## src/rtl/vc_scheduler.sv

```systemverilog
// Two-VC weighted round-robin scheduler: pops show-ahead source FIFOs and
// forwards each word, one cycle later, to the destination selected by data[BW-2].
module vc_scheduler #(
    parameter int BW = 6,
    parameter int WW = 4
) (
    input  logic          clk,
    input  logic          reset,
    input  logic          init,
    input  logic [WW-1:0] weight_vc0,
    input  logic [WW-1:0] weight_vc1,
    input  logic          VC0_empty,
    input  logic          VC1_empty,
    input  logic [BW-1:0] VC0_data,
    input  logic [BW-1:0] VC1_data,
    output logic          VC0_rd,
    output logic          VC1_rd,
    input  logic          D0_almost_full,
    input  logic          D1_almost_full,
    input  logic          D0_full,
    input  logic          D1_full,
    output logic          D0_wr,
    output logic          D1_wr,
    output logic [BW-1:0] D0_data_in,
    output logic [BW-1:0] D1_data_in,
    output logic          grant_vc,
    output logic          idle_out,
    output logic          active_out,
    output logic          error_out
);

    typedef enum logic [2:0] {S_RESET, S_INIT, S_IDLE, S_ACTIVE, S_ERROR} state_t;

    localparam logic [WW-1:0] ONE = {{(WW-1){1'b0}}, 1'b1};

    state_t        state, next_state;
    logic [WW-1:0] weight0_q, weight1_q, credit0, credit1;
    logic [WW-1:0] load0, load1, next_credit0, next_credit1, popped_credit;
    logic          elig0, elig1, elig_grant, elig_other, overflow, can_pop;
    logic          pop, pop_vc, pop_dest, other_nonempty, next_grant;
    logic [BW-1:0] pop_data;

    // A zero weight still has to earn one pop per turn.
    assign load0 = (weight0_q == '0) ? ONE : weight0_q;
    assign load1 = (weight1_q == '0) ? ONE : weight1_q;

    assign elig0 = !VC0_empty && !(VC0_data[BW-2] ? D1_almost_full : D0_almost_full);
    assign elig1 = !VC1_empty && !(VC1_data[BW-2] ? D1_almost_full : D0_almost_full);
    assign elig_grant = grant_vc ? elig1 : elig0;
    assign elig_other = grant_vc ? elig0 : elig1;

    assign overflow = (D0_wr && D0_full) || (D1_wr && D1_full);
    assign can_pop  = !reset && (state == S_ACTIVE) && !init && !overflow;

    // The granted VC goes first; an ineligible grant yields to the other VC at once.
    assign pop    = can_pop && (elig_grant || elig_other);
    assign pop_vc = (can_pop && !elig_grant && elig_other) ? ~grant_vc : grant_vc;

    assign pop_data       = pop_vc ? VC1_data : VC0_data;
    assign pop_dest       = pop_data[BW-2];
    assign other_nonempty = pop_vc ? !VC0_empty : !VC1_empty;

    assign VC0_rd = pop && !pop_vc;
    assign VC1_rd = pop && pop_vc;

    always_comb begin
        next_grant    = grant_vc;
        next_credit0  = credit0;
        next_credit1  = credit1;
        popped_credit = '0;
        if (pop_vc != grant_vc) begin
            next_grant   = pop_vc;
            next_credit0 = load0;
            next_credit1 = load1;
        end
        if (pop_vc) begin
            next_credit1  = next_credit1 - ONE;
            popped_credit = next_credit1;
        end else begin
            next_credit0  = next_credit0 - ONE;
            popped_credit = next_credit0;
        end
        // Exhausted credit hands the grant over only if the other side has work.
        if (popped_credit == '0) begin
            next_credit0 = load0;
            next_credit1 = load1;
            if (other_nonempty) begin
                next_grant = ~pop_vc;
            end
        end
    end

    always_comb begin
        next_state = state;
        case (state)
            S_RESET:  next_state = S_INIT;
            S_INIT: begin
                if (overflow)   next_state = S_ERROR;
                else if (!init) next_state = S_IDLE;
            end
            S_IDLE: begin
                if (overflow)                     next_state = S_ERROR;
                else if (init)                    next_state = S_INIT;
                else if (!VC0_empty || !VC1_empty) next_state = S_ACTIVE;
            end
            S_ACTIVE: begin
                if (overflow)                    next_state = S_ERROR;
                else if (init)                   next_state = S_INIT;
                else if (VC0_empty && VC1_empty) next_state = S_IDLE;
            end
            S_ERROR:  next_state = S_ERROR;
            default:  next_state = S_RESET;
        endcase
    end

    always_ff @(posedge clk) begin
        if (reset) begin
            state      <= S_RESET;
            weight0_q  <= '0;
            weight1_q  <= '0;
            credit0    <= '0;
            credit1    <= '0;
            grant_vc   <= 1'b0;
            D0_wr      <= 1'b0;
            D1_wr      <= 1'b0;
            D0_data_in <= '0;
            D1_data_in <= '0;
            idle_out   <= 1'b0;
            active_out <= 1'b0;
            error_out  <= 1'b0;
        end else begin
            state      <= next_state;
            idle_out   <= (next_state == S_IDLE);
            active_out <= (next_state == S_ACTIVE);
            error_out  <= (next_state == S_ERROR);
            D0_wr      <= pop && !pop_dest;
            D1_wr      <= pop && pop_dest;
            if (pop && !pop_dest) D0_data_in <= pop_data;
            if (pop && pop_dest)  D1_data_in <= pop_data;
            if (state == S_INIT) begin
                weight0_q <= weight_vc0;
                weight1_q <= weight_vc1;
            end
            if (state == S_IDLE && next_state == S_ACTIVE) begin
                grant_vc <= 1'b0;
                credit0  <= load0;
                credit1  <= load1;
            end else if (pop) begin
                grant_vc <= next_grant;
                credit0  <= next_credit0;
                credit1  <= next_credit1;
            end
        end
    end

endmodule

```

## config.mk

```make
export PLATFORM = sky130hd
export DESIGN_NAME = vc_scheduler
export DESIGN_NICKNAME = d
export VERILOG_FILES = /design/src/rtl/vc_scheduler.sv
export SDC_FILE = /design/constraint.sdc
export NUM_CORES = 1
export LEC_CHECK = 0
export CAP_MARGIN = 20
export CORE_MARGIN = 1
export CORE_UTILIZATION = 50
export DETAILED_ROUTE_END_ITERATION = 12
export GPL_ROUTABILITY_DRIVEN = 0
export PLACE_DENSITY_LB_ADDON = 0.12
export SLEW_MARGIN = 0
export SYNTH_ARGS = -nofsm -noshare
export SYNTH_HDL_FRONTEND = slang
export SYNTH_SLANG_ARGS = --single-unit
```

## constraint.sdc

```tcl
create_clock -name clk -period 4.25 [get_ports clk]
set_clock_uncertainty 0.05 [all_clocks]
set_input_delay 0.6375 -clock clk [delete_from_list [all_inputs] [get_ports clk]]
set_output_delay 0.6375 -clock clk [all_outputs]
set_load 0.005 [all_outputs]
```

==> flow_summary.json <==
{
  "status": "complete, no violations",
  "via_per_inst": 5.81,
  "synth_top_family_by_area": "simple AND/OR/NAND/NOR gates",
  "synth.net_count": 281,
  "first_global_vias": 1818,
  "drt_wl_total_um": 5470,
  "maxCapViolations": 0,
  "syn2layout_area_growth_pct": 32.8,
  "final-hold-violation-count": 0,
  "fillCellCount": 327,
  "p_per_area_nw_per_um2": 277,
  "power.leakage_nw": 1.08,
  "core_region_area_um2": 4090,
  "drc_errors": 0,
  "cp_common_cell": "mux2i_1",
  "grt_use_total_pct": 25.5,
  "async_flop_share_pct": 0,
  "syn_inst": 250,
  "synth-xor-area-share_pct": 3.64,
  "fin_crit_sh_pct": 94.4,
  "yosysUniqueCellTypes": 63,
  "syn_avg_cell_area_um2": 8.66,
  "clock_sinks": 37,
  "fmax_mhz": 249,
  "vdd.ir_drop.worst_mv": 0.175,
  "initial_core_util_pct": 53.0,
  "ant_nets": 0,
  "antenna_found_initial": 0,
  "numPortBuffers": 48,
  "cp_top_family": "compound AO/OA/AOI/OAI gates",
  "critPathMaxFanout": 11,
  "cts_buffer_depth": 2,
  "relSlewSlack_pct": 48.7,
  "vias": 2080,
  "worstSetupPathType": "primary input to register",
  "synth_mux_area_share_pct": 16.9,
  "root_buffer": "clkbuf_8",
  "clkLatencyLatePin_ps": 290,
  "path_buf_inv": 2,
  "start_kind": "primary input",
  "setup_viol": 0,
  "synth_edf_count": 0,
  "finalMaxSlewViolations": 0,
  "overflow": 0,
  "required_ps": 4400,
  "synthFlopType": "dfxtp_1",
  "grt_pass1_wl_um": 8740,
  "hpwlAfterDp_um": 4080,
  "drive_above_1_share_pct": 13.3,
  "dp.cells": 350,
  "floorplan.die_area_um2": 4600,
  "endpoint_kind": "register",
  "crit_arrival_ps": 4170,
  "grt_max_degree": 29,
  "synth-compound-area-share_pct": 19.4,
  "slowest_stage": "clkdlybuf4s50_1",
  "hold_buffers": 0,
  "rows": 23,
  "seq_area_frac_synth_pct": 34.2,
  "cpPeakStageDelay_ps": 500,
  "htree_levels": 2,
  "synthAdderAreaFrac_pct": 1.16,
  "drt-initial-drc-count": 153,
  "stdcell_count": 358,
  "cts_inserted_buffers": 5,
  "yosys_register_bits": 37,
  "fin_nets": 338,
  "worstPathCellList": "clkdlybuf4s50_1 -> mux2_4 -> a2111o_1 -> a21oi_4 -> mux2i_1 -> ha_1 -> xnor2_1 -> nand2_1 -> o31ai_1 -> mux2i_1 -> nor3b_2 -> buf_4 -> or3_1 -> a311oi_1",
  "ys_warn_count": 0,
  "min_path_type": "register to register",
  "fin_crit_ps": 4010,
  "multi_input_area_um2": 1350,
  "syn_area_um2": 2170,
  "dr.pass1.iters": 4,
  "routedWlPerCell_um": 15.3,
  "regArea_um2": 741,
  "die_w_um": 67.8,
  "yosys.area_share.simple_pct": 21.2,
  "cts_resized": 0,
  "finish.utilization_pct": 70.4,
  "rsz0062_at_grt": "no",
  "ios": 49,
  "n_antenna_cell": 0,
  "worst_pin_slew_ps": 765,
  "post_cts_buffers": 0,
  "cts_tree": "done",
  "path_clk_slew_ps": 80,
  "die_height_um": 67.8
}
where the power goes:
part | leakage [nW] | internal [mW] | total, mW | switching (mW)
registers | 0.300 | 0.355 | 0.368 | 0.0121
clock network | 0.0585 | 0.191 | 0.318 | 0.126
logic | 0.721 | 0.0604 | 0.112 | 0.0511
final timing paths:
path,slack (ps),cells past startpoint,endpoint,startpoint
worst max-delay path,240,14,credit1[1],VC1_data[4]
worst min-delay path,410,1,D1_data_in[4],D1_data_in[4]
worst max register to register,760,12,credit1[1],grant_vc
worst min register to register,410,1,D1_data_in[4],D1_data_in[4]
cell usage after synthesis, types with 2 or more instances:
cell type	n	area share (%)
nor2_1	41	7.1
dfxtp_1	37	34
mux2i_1	22	10
nand2_1	18	3.1
nor3_1	10	2.3
inv_1	8	1.4
mux2_2	8	4.2
o21ai_0	8	1.8
xnor2_1	7	2.8
a21oi_1	6	1.4
nand3_1	6	1.4
clkbuf_1	5	0.87
a311oi_1	4	1.6
buf_1	4	0.69
o21ai_1	4	0.92
nor2b_1	3	0.87
o31ai_1	3	1.0
or3_1	3	0.87
a21o_1	2	0.69
a221oi_1	2	0.81
a31oi_1	2	0.58
and3_1	2	0.58
ha_1	2	1.2
nand3b_1	2	0.69
o32ai_1	2	0.81
xor2_1	2	0.81
layout make-up:
| class | count | area share, % |
|---|---|---|
| clock inverters | 1 | 1.04 |
| flip-flops and latches | 37 | 25.8 |
| repair buffers | 61 | 20.1 |
| well taps | 50 | 2.17 |
| inverters | 8 | 1.04 |
| multi-input cells | 194 | 46.9 |
| clock buffers | 7 | 3.00 |
cells in the final DEF (no fill, tap or decap), types with 3 or more instances in the layout:
cell type / count
o21ai_1: 4
a311oi_1: 4
clkdlybuf4s50_1: 48
mux2_2: 8
o31ai_1: 3
clkbuf_8: 6
or3_1: 3
nand2_1: 18
inv_1: 8
xnor2_1: 7
dfxtp_1: 37
buf_4: 13
nand3_1: 6
mux2i_1: 22
nor3_1: 10
a21oi_1: 6
nor2b_1: 3
nor2_1: 41
o21ai_0: 8
worst reg2reg max path: stages, from the launching register on:
cell and delay [ps]:
dfxtp_1 740, o2111ai_2 290, a21oi_4 390, mux2i_1 280, ha_1 300, xnor2_1 90, nand2_1 80, o31ai_1 80
mux2i_1 250, nor3b_2 80, buf_4 170, or3_1 340, a311oi_1 250
sequential cells by signal (all words and copies together) (netlist names):
signal,cells
state,3
weight0_q,4
credit0,4
D1_wr,1
error_out,1
D0_data_in,6
active_out,1
D1_data_in,6
idle_out,1
credit1,4
weight1_q,4
grant_vc,1
D0_wr,1
per-stage QoR:
stage | total power [mW] | hold WS [ps] | setup TNS, ps | area, um2 | setup WS, ps
2_1_floorplan | 0.435 | 401 | 0 | 2170 | 503
3_3_place_gp | 0.484 | 382 | 0 | 2760 | 99.4
3_5_place_dp | 0.486 | 393 | -93.6 | 2760 | -52.8
4_1_cts | 0.805 | 411 | 0 | 2880 | 251
5_1_grt | 0.829 | 439 | 0 | 2880 | 49.8
6_report | 0.797 | 407 | 0 | 2880 | 236
cells by family after synthesis:
group,after synthesis
multiplexers,33
XOR/XNOR,9
buffers and inverters,19
adder cells (fa/ha/maj),2
flip-flops,37
AND/OR/NAND/NOR,96
AO/OA/AOI/OAI,54
metal layers:
| metal | vias to the layer above | track usage (%) | wire length [um] |
|---|---|---|---|
| met5 | - | 0 | 0 |
| met4 | 0 | 7.03 | 64 |
| met3 | 7 | 4.00 | 304 |
| met2 | 69 | 40.1 | 2540 |
| met1 | 972 | 35.8 | 2570 |
| li1 | 1032 | - | - |
No activity file was read; power rests on OpenSTA's default activity.
